==> src/rtl/ctrl_pkg.sv <==
// Shared encodings for the multicycle ARM-subset controller: FSM states, ALU
// operation codes, data-processing commands, condition codes and mux selects.
package ctrl_pkg;

  typedef enum logic [3:0] {
    S_FETCH, S_DECODE, S_MEMADR, S_MEMREAD, S_MEMWB,
    S_MEMWRITE, S_EXECUTER, S_EXECUTEI, S_ALUWB, S_BRANCH
  } state_t;

  localparam logic [2:0] ALU_ADD = 3'b000;
  localparam logic [2:0] ALU_SUB = 3'b001;
  localparam logic [2:0] ALU_AND = 3'b010;
  localparam logic [2:0] ALU_ORR = 3'b011;
  localparam logic [2:0] ALU_EOR = 3'b100;

  localparam logic [3:0] CMD_AND = 4'b0000;
  localparam logic [3:0] CMD_EOR = 4'b0001;
  localparam logic [3:0] CMD_SUB = 4'b0010;
  localparam logic [3:0] CMD_ADD = 4'b0100;
  localparam logic [3:0] CMD_CMP = 4'b1010;
  localparam logic [3:0] CMD_ORR = 4'b1100;

  localparam logic [3:0] COND_EQ = 4'h0;
  localparam logic [3:0] COND_NE = 4'h1;
  localparam logic [3:0] COND_CS = 4'h2;
  localparam logic [3:0] COND_CC = 4'h3;
  localparam logic [3:0] COND_MI = 4'h4;
  localparam logic [3:0] COND_PL = 4'h5;
  localparam logic [3:0] COND_VS = 4'h6;
  localparam logic [3:0] COND_VC = 4'h7;
  localparam logic [3:0] COND_HI = 4'h8;
  localparam logic [3:0] COND_LS = 4'h9;
  localparam logic [3:0] COND_GE = 4'hA;
  localparam logic [3:0] COND_LT = 4'hB;
  localparam logic [3:0] COND_GT = 4'hC;
  localparam logic [3:0] COND_LE = 4'hD;
  localparam logic [3:0] COND_AL = 4'hE;

  localparam logic [1:0] RES_ALUOUT    = 2'b00;
  localparam logic [1:0] RES_DATA      = 2'b01;
  localparam logic [1:0] RES_ALURESULT = 2'b10;

  localparam logic [1:0] SRCB_REG  = 2'b00;
  localparam logic [1:0] SRCB_IMM  = 2'b01;
  localparam logic [1:0] SRCB_FOUR = 2'b10;

  localparam logic [1:0] OP_DP   = 2'b00;
  localparam logic [1:0] OP_MEM  = 2'b01;
  localparam logic [1:0] OP_BR   = 2'b10;
  localparam logic [1:0] OP_NONE = 2'b11;

endpackage

==> src/rtl/cond_check.sv <==
// Evaluates an ARM condition field against the stored {N,Z,C,V} flags.
module cond_check
  import ctrl_pkg::*;
(
  input  logic [3:0] Cond,
  input  logic [3:0] Flags,
  output logic       CondEx
);

  logic n, z, c, v;
  assign {n, z, c, v} = Flags;

  always_comb begin
    CondEx = 1'b0;
    case (Cond)
      COND_EQ: CondEx = z;
      COND_NE: CondEx = ~z;
      COND_CS: CondEx = c;
      COND_CC: CondEx = ~c;
      COND_MI: CondEx = n;
      COND_PL: CondEx = ~n;
      COND_VS: CondEx = v;
      COND_VC: CondEx = ~v;
      COND_HI: CondEx = c & ~z;
      COND_LS: CondEx = ~c | z;
      COND_GE: CondEx = (n == v);
      COND_LT: CondEx = (n != v);
      COND_GT: CondEx = ~z & (n == v);
      COND_LE: CondEx = z | (n != v);
      COND_AL: CondEx = 1'b1;
      default: CondEx = 1'b0;
    endcase
  end

endmodule

==> src/rtl/multicycle_controller.sv <==
// Multicycle ARM-subset control unit: FSM sequencing, ALU decode, flag storage
// and conditional gating of all architectural write strobes.
module multicycle_controller
  import ctrl_pkg::*;
#(
  parameter int ALU_CTRL_W    = 2,
  parameter bit MEM_HANDSHAKE = 1'b1
) (
  input  logic                  clk,
  input  logic                  reset,
  input  logic [3:0]            Cond,
  input  logic [1:0]            Op,
  input  logic [5:0]            Funct,
  input  logic [3:0]            Rd,
  input  logic [3:0]            ALUFlags,
  input  logic                  mem_ready,
  output logic                  PCWrite,
  output logic                  AdrSrc,
  output logic                  MemWrite,
  output logic                  IRWrite,
  output logic                  RegWrite,
  output logic                  ALUSrcA,
  output logic [1:0]            ALUSrcB,
  output logic [1:0]            ResultSrc,
  output logic [1:0]            ImmSrc,
  output logic [1:0]            RegSrc,
  output logic [ALU_CTRL_W-1:0] ALUControl,
  output logic [3:0]            Flags
);

  state_t     state;
  logic       rdy;
  logic       cond_ex;
  logic       rd_pc;
  logic [3:0] cmd;
  logic       s_bit;
  logic [2:0] alu_op;
  logic [2:0] alu_sel;
  logic [1:0] flag_w;
  logic       no_write;

  assign rdy   = MEM_HANDSHAKE ? mem_ready : 1'b1;
  assign cmd   = Funct[4:1];
  assign s_bit = Funct[0];
  assign rd_pc = (Rd == 4'd15);

  cond_check u_cond (
    .Cond   (Cond),
    .Flags  (Flags),
    .CondEx (cond_ex)
  );

  // Unrecognised commands fall through as a harmless ADD with no side effects.
  always_comb begin
    alu_op   = ALU_ADD;
    flag_w   = 2'b00;
    no_write = 1'b1;
    case (cmd)
      CMD_ADD: begin alu_op = ALU_ADD; flag_w = {2{s_bit}};   no_write = 1'b0; end
      CMD_SUB: begin alu_op = ALU_SUB; flag_w = {2{s_bit}};   no_write = 1'b0; end
      CMD_AND: begin alu_op = ALU_AND; flag_w = {s_bit, 1'b0}; no_write = 1'b0; end
      CMD_ORR: begin alu_op = ALU_ORR; flag_w = {s_bit, 1'b0}; no_write = 1'b0; end
      CMD_CMP: begin alu_op = ALU_SUB; flag_w = 2'b11;         no_write = 1'b1; end
      CMD_EOR: begin
        if (ALU_CTRL_W >= 3) begin
          alu_op   = ALU_EOR;
          flag_w   = {s_bit, 1'b0};
          no_write = 1'b0;
        end
      end
      default: ;
    endcase
  end

  always_ff @(posedge clk or posedge reset) begin
    if (reset) begin
      state <= S_FETCH;
      Flags <= 4'b0000;
    end else begin
      case (state)
        S_FETCH:  if (rdy) state <= S_DECODE;
        S_DECODE: begin
          case (Op)
            OP_MEM:  state <= S_MEMADR;
            OP_DP:   state <= Funct[5] ? S_EXECUTEI : S_EXECUTER;
            OP_BR:   state <= S_BRANCH;
            OP_NONE: state <= S_FETCH;
            default: state <= S_FETCH;
          endcase
        end
        S_MEMADR:   state <= Funct[0] ? S_MEMREAD : S_MEMWRITE;
        S_MEMREAD:  if (rdy) state <= S_MEMWB;
        S_MEMWB:    state <= S_FETCH;
        S_MEMWRITE: if (rdy) state <= S_FETCH;
        S_EXECUTER, S_EXECUTEI: begin
          state <= S_ALUWB;
          if (cond_ex) begin
            if (flag_w[1]) Flags[3:2] <= ALUFlags[3:2];
            if (flag_w[0]) Flags[1:0] <= ALUFlags[1:0];
          end
        end
        S_ALUWB:  state <= S_FETCH;
        S_BRANCH: state <= S_FETCH;
        default:  state <= S_FETCH;
      endcase
    end
  end

  always_comb begin
    PCWrite   = 1'b0;
    AdrSrc    = 1'b0;
    MemWrite  = 1'b0;
    IRWrite   = 1'b0;
    RegWrite  = 1'b0;
    ALUSrcA   = 1'b0;
    ALUSrcB   = SRCB_REG;
    ResultSrc = RES_ALUOUT;
    alu_sel   = ALU_ADD;
    ImmSrc    = Op;
    RegSrc    = {(Op == OP_MEM) & ~Funct[0], (Op == OP_BR)};
    case (state)
      S_FETCH: begin
        ALUSrcA   = 1'b1;
        ALUSrcB   = SRCB_FOUR;
        ResultSrc = RES_ALURESULT;
        IRWrite   = rdy;
        PCWrite   = rdy;
      end
      S_DECODE: begin
        ALUSrcA   = 1'b1;
        ALUSrcB   = SRCB_FOUR;
        ResultSrc = RES_ALURESULT;
      end
      S_MEMADR:  ALUSrcB = SRCB_IMM;
      S_MEMREAD: AdrSrc  = 1'b1;
      S_MEMWB: begin
        ResultSrc = RES_DATA;
        RegWrite  = cond_ex;
        PCWrite   = cond_ex & rd_pc;
      end
      S_MEMWRITE: begin
        AdrSrc   = 1'b1;
        MemWrite = cond_ex;
      end
      S_EXECUTER: alu_sel = alu_op;
      S_EXECUTEI: begin
        ALUSrcB = SRCB_IMM;
        alu_sel = alu_op;
      end
      S_ALUWB: begin
        RegWrite = cond_ex & ~no_write;
        PCWrite  = cond_ex & ~no_write & rd_pc;
      end
      S_BRANCH: begin
        ALUSrcB   = SRCB_IMM;
        ResultSrc = RES_ALURESULT;
        PCWrite   = cond_ex;
      end
      default: ;
    endcase
    // Reset overrides the FETCH decode so nothing is written while held.
    if (reset) begin
      PCWrite  = 1'b0;
      MemWrite = 1'b0;
      IRWrite  = 1'b0;
      RegWrite = 1'b0;
    end
  end

  assign ALUControl = alu_sel[ALU_CTRL_W-1:0];

endmodule

==> config.mk <==
export PLATFORM = sky130hd
export DESIGN_NAME = multicycle_controller
export DESIGN_NICKNAME = d
export VERILOG_FILES = /design/src/rtl/ctrl_pkg.sv /design/src/rtl/cond_check.sv /design/src/rtl/multicycle_controller.sv
export SDC_FILE = /design/constraint.sdc
export NUM_CORES = 1
export LEC_CHECK = 0
export ABC_AREA = 1
export BUFFER_PORTS_ARGS = -buffer_cell sky130_fd_sc_hd__buf_2
export CELL_PAD_IN_SITES_DETAIL_PLACEMENT = 1
export CELL_PAD_IN_SITES_GLOBAL_PLACEMENT = 2
export CORE_ASPECT_RATIO = 0.6
export CORE_MARGIN = 10
export CORE_UTILIZATION = 20
export CTS_BUF_LIST = sky130_fd_sc_hd__clkbuf_4 sky130_fd_sc_hd__clkbuf_8
export DETAILED_ROUTE_END_ITERATION = 12
export PLACE_DENSITY = 0.84
export SLEW_MARGIN = 10
export SYNTH_ARGS = -nofsm -noshare
export SYNTH_HDL_FRONTEND = slang
export SYNTH_SLANG_ARGS = --single-unit
==> constraint.sdc <==
create_clock -name clk -period 1.1 [get_ports clk]
set_input_delay 0 -clock clk [delete_from_list [all_inputs] [get_ports clk]]
set_output_delay 0 -clock clk [all_outputs]
set_load 0.01 [all_outputs]
==> results of run 1 <==
[timing repair]
item / 4_1_cts / 5_1_grt
hold buffers: 1 / 0
gates resized for setup: 35 / 15
endpoints found under the setup margin: 20 / 20
buffers inserted: 8 / 7
pin swaps: 17 / 9
hold endpoints to repair: 8 / 0
[layout make-up]
cell class	count	area [um2]
clock buffer	3	41.3
fill	585	2530
inverter	29	114
multi-input combinational	123	703
sequential	8	201
tap	60	75.1
timing repair buffer	83	567
[per-stage QoR]
| stage | setup WS [ps] | util [%] | cell area, um2 | power, mW |
|---|---|---|---|---|
| floorplan | -147 | - | 930 | 1.29 |
| finish | -512 | 40.2 | 1700 | 3.35 |
| CTS | -576 | 38.0 | 1610 | 3.02 |
| detailed placement | -379 | 32.8 | 1390 | 2.17 |
| global route | -618 | 40.2 | 1700 | 3.62 |
| global placement | -312 | 32.8 | 1390 | 2.13 |
[cells by family (layout without fill, tap and decap cells)]
kind of cell,after synthesis,in the layout
flops,8,8
compound gates,15,15
buf+inv,32,115
simple gates,108,108
[routing by layer]
| metal | wire (um) | vias to the layer above |
|---|---|---|
| li1 | - | 684 |
| met1 | 2240 | 611 |
| met2 | 1960 | 33 |
| met3 | 264 | 0 |
| met4 | 0 | 0 |
| met5 | 0 | - |
[state kept, by name (all words and copies together), names as in the netlist]
register  flops
Flags         4
state         4
[how the worst min path moves through the flow]
stage               endpoint  depth (start not counted)        start
detailed placement  state[0]                          2        reset
global route        Flags[3]                          3  ALUFlags[3]
global placement    state[0]                          2        reset
finish              Flags[3]                          3  ALUFlags[3]
CTS                 Flags[3]                          3  ALUFlags[3]
floorplan           Flags[0]                          1        reset
[critical path, stage by stage (launching register included)]
cell,delay (ps)
dfrtp_1,400
nor2_4,140
inv_2,60
buf_4,130
buf_6,100
buf_6,110
nor2_4,100
nand2_2,70
a21oi_2,130
buf_2,140
[power groups by stage]
stage | Sequential [mW] | Combinational (mW) | Clock [mW]
2_1_floorplan | 0.500 | 0.791 | 0
3_3_place_gp | 0.457 | 1.67 | 0
3_5_place_dp | 0.459 | 1.71 | 0
4_1_cts | 0.471 | 2.18 | 0.374
5_1_grt | 0.502 | 2.72 | 0.401
6_report | 0.493 | 2.48 | 0.370
[cell usage in the layout (no fill, tap or decap), types with 2 or more instances in the layout]
master,netlist,routed
a21oi_1,3,3
a21oi_2,2,2
buf_2,1,40
buf_4,2,31
buf_6,0,11
clkbuf_8,0,3
dfrtp_1,8,7
inv_1,27,19
inv_2,2,8
inv_4,0,2
nand2_1,54,46
nand2_2,2,8
nand2_4,0,2
nand3_1,14,12
nand3_2,2,4
nand4_1,6,6
nor2_1,24,15
nor2_2,3,8
nor2_4,0,4
o21ai_0,4,2
o21ai_1,1,2
o21ai_4,0,2
==> results.md, run 1 <==
- In this run the number of H-tree levels came out at 1.
- The maximum buffer depth of the clock tree is 2.
- The share of the synthesized area in the top cell type is 22.3%.
- Along the worst path, the maximum fanout reaches 2.
- Data arrives at the worst endpoint at 1610 ps.
- Clock tree synthesis selected as its root buffer the cell clkbuf_8.
- In this run the remaining antenna-violating nets after routing total 0.
- The xor and xnor area share after synthesis is 0%.
- The insertion delay of the later-clocked pin in the worst-skew pair is 230 ps.
- After the last flow step, the layout net total stands at 271.
- The number of antenna violations at the first check in global routing is 0.
- The Yosys step of the flow raised 0 warnings.
- The beginning of the critical path is state[0].
- For this run, global-route usage on met3 was measured as 4.23%.
- The synthesized netlist devotes 0% of its cell area to adder and majority cells.
- After detailed routing, the number of remaining DRC violations is 0.
- Sequential cells burn 14.7% of the power.
- The number of standard-cell rows in the floorplan is 18.
- The initial core utilization is 21.5%.
- The internal portion of the total power is 1.85 mW.
- The max-slew violation count is 0.
- The clock network burns 11.0% of the power.
- The worst path uses 147% of the clock period.
- Relative to the synthesized area, the layout overhead comes to 87.3%.
- The final cell count without fillers is 306.
- Before antenna repair, the detailed router went through 4 iterations.
- The die area is 7730 um2.
- The TritonCTS sink count is 8.
- The final reports fail on setup timing.
- The CTS tree is yes.
- The number of DRC violations after detailed-routing iteration 0 is 55.
- Summing the areas of all and, or, nand and nor instances in the mapped netlist gives 53.0% of the synthesized area.
- The net load switching power is 1.49 mW.
- Setup repair after global routing could not meet its margin everywhere.
- Setup slack on the worst reg-to-reg path comes out at -410 ps.
- The critical register-to-register path startpoint is Flags[3].
- The die width is 107 um.
- In this run the critical register-to-register path is captured at Flags[2].
- The cell taking the most area after synthesis is nand2_1.
- The number of enable-type register cells in the synthesized netlist is 0.
- The prevailing post-synth register cell is dfrtp_1.
- In the final routed layout, each cell accounts on average for 14.6 um.
- The setup slack of the critical path after layout is -512 ps.
- Summed over all nets, the half-perimeter wirelength after detailed placement is 3390 um.
- The leading cell type by number of instances after synthesis is nand2_1.
- Synthesis produced a netlist with a net count of 186.
- For this run, global-route usage on met2 was measured as 16.7%.
- The final estimated routing congestion in global placement is 0.797.
- The nature of the critical path endpoint is a primary output.
- For the final database, setup skew stands at 8.74 ps.
- The final antenna diode count is 0.
- The share of layout cells above drive strength 1 is 52.8%.
- The via count of the first global-routing pass was 1,421.
- The analysis attributes to cell leakage a power of 0.941 nW.
- The floorplan step set the die height to 72.2 um.
- The combinational group share of total power is 74.2%.
- The I/O pin total is 43.
- The async set-or-reset flop fraction in the synthesized netlist is 100%.
- The summed negative setup slack over all endpoints is -7100 ps.
- The commonest cells after synthesis are 54 x nand2_1, 27 x inv_1, 24 x nor2_1.
- The netlist uses 24 different library cells.
- The per-instance average area after synthesis is 5.57 um2.
- At the pin with the least slew margin, the transition time is 528 ps.
- The worst setup path is of the flip-flop to primary output kind.
- The mapped netlist covers 908 um2.
- The worst hold path belongs to the class input port to flip-flop.
- The worst setup path is launched from a flip-flop.
- The layer flagged by global routing as most heavily used is met2.
- The number of placed instances, taps included, is 288.
- Summing the areas of all compound-gate instances in the mapped netlist gives 10.7% of the synthesized area.
- After global routing the overflow that remains totals 0.
- The floorplan core area is 4230 um2.
- The combinational family with the most area after synthesis is simple AND/OR/NAND/NOR gates.
- The setup-violating endpoint count in the final report is 20.
- For the finished layout, the period the worst path requires is 1610 ps.
- The total routing usage reported by global routing is 11.3%.
- The number of storage elements in the synthesis netlist is 8.
- Of the post-synthesis cell area, the part taken by muxes is 0%.
- The number of vias in the routed layout is 1,328.
- The mean number of vias per cell is 4.34.
- The critical path ends at PCWrite.
- The number of cells on the worst reg-to-reg path is 11.
- Yosys attributes the largest share of cell area to nand2_1 22%, dfrtp_1 22%, inv_1 11%, nor2_1 9.9%, nand3_1 7.7%.
- The areal power density over the cells is 1970 nW/um2.
- The required time of the worst setup path is 1100 ps.
- Measured against its own limit, the worst slew margin works out to 64.4%.
- The global-route met1 utilization is 15.9%.
- The switching fraction of total power is 44.6%.
- After clock tree synthesis, the clock-pin slew on the worst setup and hold paths is 50 ps.
- The highest ir drop seen on vdd is 780 uV.
- The total of max-cap violations is 0.
- The post-detailed-routing wire length is 4470 um.
- Summing the sequential cell areas from Yosys gives 22.0% of the chip area.
- The first-pass GRT wire length is 7130 um.
- The run finished, with violations left.
- The highest clock frequency the design can meet is 620 MHz.
- Port buffering added 42 buffers.
- The final hold violation count is 0.
- Synthesis produced 163 cells.
- Buffers inserted during clock tree synthesis total 3.
- Entering global routing, the biggest net connects 9 pins.
- On the final layout, the worst hold slack is 33.2 ps.
Power figures use the tool's default switching activity.
==> inputs of run 2 (changes only) <==
--- a/config.mk
+++ b/config.mk
@@ -9,12 +9,12 @@
 export BUFFER_PORTS_ARGS = -buffer_cell sky130_fd_sc_hd__buf_2
 export CELL_PAD_IN_SITES_DETAIL_PLACEMENT = 1
 export CELL_PAD_IN_SITES_GLOBAL_PLACEMENT = 2
-export CORE_ASPECT_RATIO = 0.6
+export CORE_ASPECT_RATIO = 1.2
 export CORE_MARGIN = 10
-export CORE_UTILIZATION = 20
-export CTS_BUF_LIST = sky130_fd_sc_hd__clkbuf_4 sky130_fd_sc_hd__clkbuf_8
+export CORE_UTILIZATION = 19
 export DETAILED_ROUTE_END_ITERATION = 12
-export PLACE_DENSITY = 0.84
+export PLACE_DENSITY = 0.81
+export SETUP_SLACK_MARGIN = 0.15
 export SLEW_MARGIN = 10
 export SYNTH_ARGS = -nofsm -noshare
 export SYNTH_HDL_FRONTEND = slang
==> run 2 against run 1 <==
Worst setup slack worse by 4.5 ps; highest routed layer is now met4; worst hold slack worse by 13 ps; critical path depth up 1; register-to-register slack better by 70 ps; largest cell class unchanged; clock skew down 2.6 ps; via count up 4.0%; sequential share of layout area down 1.1 points; combinational power up 20%; flip-flop and latch count unchanged; clock power about the same; critical path type unchanged; maximum frequency down 0.28%; routed wire length up 3.2%; critical endpoint unchanged; the run still ends with setup timing left.
==> results.md, run 2 (synthesized netlist as in run 1, its figures left out) <==
- The die area was 7960 um2 (+3.0%).
- The mean number of vias per cell was 4.44 (+2.3%).
- The launching element type of the critical path is a flip-flop.
- The overall die height is 95.7 um (+33%).
- The first-pass GRT wire length is 6950 um (-2.6%).
- The total buffers and inverters traversed by the critical path is 3 (-2).
- The setup-violating endpoint count in the final report is 20 (unchanged).
- The area growth from synthesis to layout is 109%.
- The library cell used as clock root buffer is clkbuf_8.
- The delay of the slowest cell on the worst path was 390 ps (about the same).
- The nature of the critical path endpoint is a primary output.
- The insertion delay of the later-clocked pin in the worst-skew pair came to 230 ps (about the same).
- The type of the worst setup path is flip-flop to primary output.
- The highest ir drop seen on vdd is 1240 uV (+60%).
- The share of layout cells above drive strength 1 is 60.5% (+7.6 points).
- The total CTS buffers is 3 (unchanged).
- The clock skew after layout is 6.19 ps (-2.55 ps).
- The clock input transition at the sequential cells of the worst setup and hold paths was 50 ps (about the same).
- The areal power density over the cells is 2030 nW/um2 (+3.3%).
- The number of vias in the routed layout came to 1,381 (+4.0%).
- The post-placement cell area is 1430 um2 (+2.6%).
- The final hold violation count is 0 (unchanged).
- In the final layout, the registers with the most flip-flops are Flags: 4 flops, state: 4 flops.
- The detailed-route DRC error count is 0 (unchanged).
- The static power due to leakage came to 1.02 nW (+8.3%).
- The final antenna diode count is 0 (unchanged).
- The critical path's most frequent cell is nand2_2.
- The worst slack at placement is -294 ps (+85.5 ps).
- The post-detailed-route count of antenna-violating nets is 0 (unchanged).
- The worst hold path belongs to the class input port to flip-flop.
- The worst relative slew slack is 67.4% (+3.0 points).
- The kind of cell with the highest combined delay along the critical path is simple AND/OR/NAND/NOR gates.
- The maximum buffer depth of the clock tree is 2 (unchanged).
- The post-detailed-routing wire length is 4610 um (+3.2%).
- The highest clock frequency the design can meet is 618 MHz (-0.28%).
- The pin count of the biggest net entering global routing was 9 (unchanged).
- The number of detailed-routing iterations run before antenna repair is 3 (-1).
- The total number of nets in the final design is 278 (+2.6%).
- The maximum level of the CTS H-tree is 1 (unchanged).
- The die width is 83.1 um (-22%).
- The total of max-cap violations is 0 (unchanged).
- The time the final worst path needs with I/O delays and setup came to 1620 ps (+4.46 ps).
- The library cells used most frequently in the layout, excluding fill and tap cells, are 39 x nand2_1, 35 x buf_2, 33 x buf_4, 20 x buf_6, 16 x inv_1.
- The required time of the worst setup path is 1100 ps (about the same).
- The TritonCTS sink count came to 8 (unchanged).
- The number of I/O port buffers is 42 (unchanged).
- The initial core utilization is 19.8% (-1.7 points).
- The largest fanout on the critical path is 2 (unchanged).
- The signal on the critical path passes through nor2_2 -> inv_2 -> nor3_4 -> inv_1 -> nand2_2 -> nand3_1 -> nand2_1 -> nand2_2 -> a21oi_2 -> buf_2.
- The remaining global-route overflow was 0 (unchanged).
- The number of antenna violations at the first check in global routing is 0 (unchanged).
- The number of standard-cell rows in the floorplan was 27 (+9).
- The number of DRC violations after detailed-routing iteration 0 came to 21 (-62%).
- The floorplan core area is 4590 um2 (+8.5%).
- The final period utilization came to 147% (+0.41 points).
- The actual slew at the worst max-slew pin came to 483 ps (-45.1 ps).
- The tightest hold margin is 19.9 ps (-13.3 ps).
- The arrival time at the worst endpoint is 1620 ps (about the same).
- The area of all placed cells without fillers is 1900 um2 (+12%).
- The setup slack of the critical path after layout came to -517 ps (-4.46 ps).
- The total half-perimeter wirelength after legalization and detailed placement is 3220 um (-5.0%).
- The final routed wire length divided by cell count is 14.8 um (+1.5%).
- The I/O pin total is 43 (unchanged).
- The final estimated routing congestion in global placement is 0.844 (+5.9%).
- The max-slew violation count is 0 (unchanged).
- The total routing usage reported by global routing was 10.5% (-0.85 points).
- The via count of the first global-routing pass came to 1,504 (+5.8%).
- Setup repair after global routing could not meet its margin everywhere.
- Leaving out fill and tap cells, the most frequent cell in the layout is nand2_1.
- The power consumption is 3.86 mW (+15%).
- The cell with the largest stage delay on the worst path is dfrtp_1.
- TritonCTS built the clock tree.
- The run finished, with violations left.
- The final reports fail on setup timing.
[run 2: cell count changes in the layout (fill, tap and decap cells not counted), moves of 3 or more]
cell / change
nand2_1: -7
nor2_1: -3
buf_2: -5
inv_1: -3
nand2_2: +5
buf_6: +9
nor2_4: +5
[run 2: cell type report]
cell class / instances / area (um2)
flip-flops and latches: 8 / 204
inverters: 29 / 121
clock buffers: 3 / 41.3
well taps: 58 / 72.6
repair buffers: 90 / 668
fillers: 612 / 2700
multi-input cells: 123 / 792
[run 2: worst min-delay path, cell delays in order]
cell     delay [ps]
buf_2           100
nand4_1          70
nand2_1          50
[run 2: where the power goes]
part | total [mW] | switching, mW | internal, mW
logic | 2.98 | 1.47 | 1.51
registers | 0.509 | 0.118 | 0.390
clock network | 0.369 | 0.130 | 0.239
total | 3.86 | 1.72 | 2.14
[run 2: per-layer routing]
layer / share of wire, % / global-route usage (%) / wire [um] / up-vias
li1: - / - / - / 696
met1: 36 / 10.3 / 1670 / 649
met2: 59 / 21.4 / 2720 / 30
met3: 3.0 / 1.78 / 138 / 6
met4: 1.6 / 3.84 / 76 / 0
met5: 0 / 0 / 0 / -
[run 2: timing repair]
item,in CTS,in global routing
pin swaps,16,14
endpoints found under the setup margin,20,22
resized for setup,40,40
hold buffers,2,0
setup buffers,9,9
endpoints found under the hold margin,4,0
[run 2: stage by stage]
| step | TNS (ps) | cells | utilization [%] |
|---|---|---|---|
| detailed placement | -2950 | 288 | 31.0 |
| global route | -7950 | 311 | 41.3 |
| global placement | -2280 | 288 | 31.0 |
| floorplan | -1030 | 163 | - |
| finish | -6300 | 311 | 41.3 |
| CTS | -5900 | 302 | 36.7 |
[run 2: path summary, 6_finish.rpt]
path                        startpoint  endpoint  slack, ps  cells past startpoint
setup / recovery              state[1]   PCWrite       -520                     10
hold / removal             ALUFlags[0]  Flags[0]         20                      3
setup reg to reg              Flags[3]  Flags[2]       -340                     12
hold reg to reg               Flags[1]  Flags[1]        600                      3
max in group asynchronous        reset  state[2]        480                      4
min in group asynchronous        reset  state[1]        380                      3
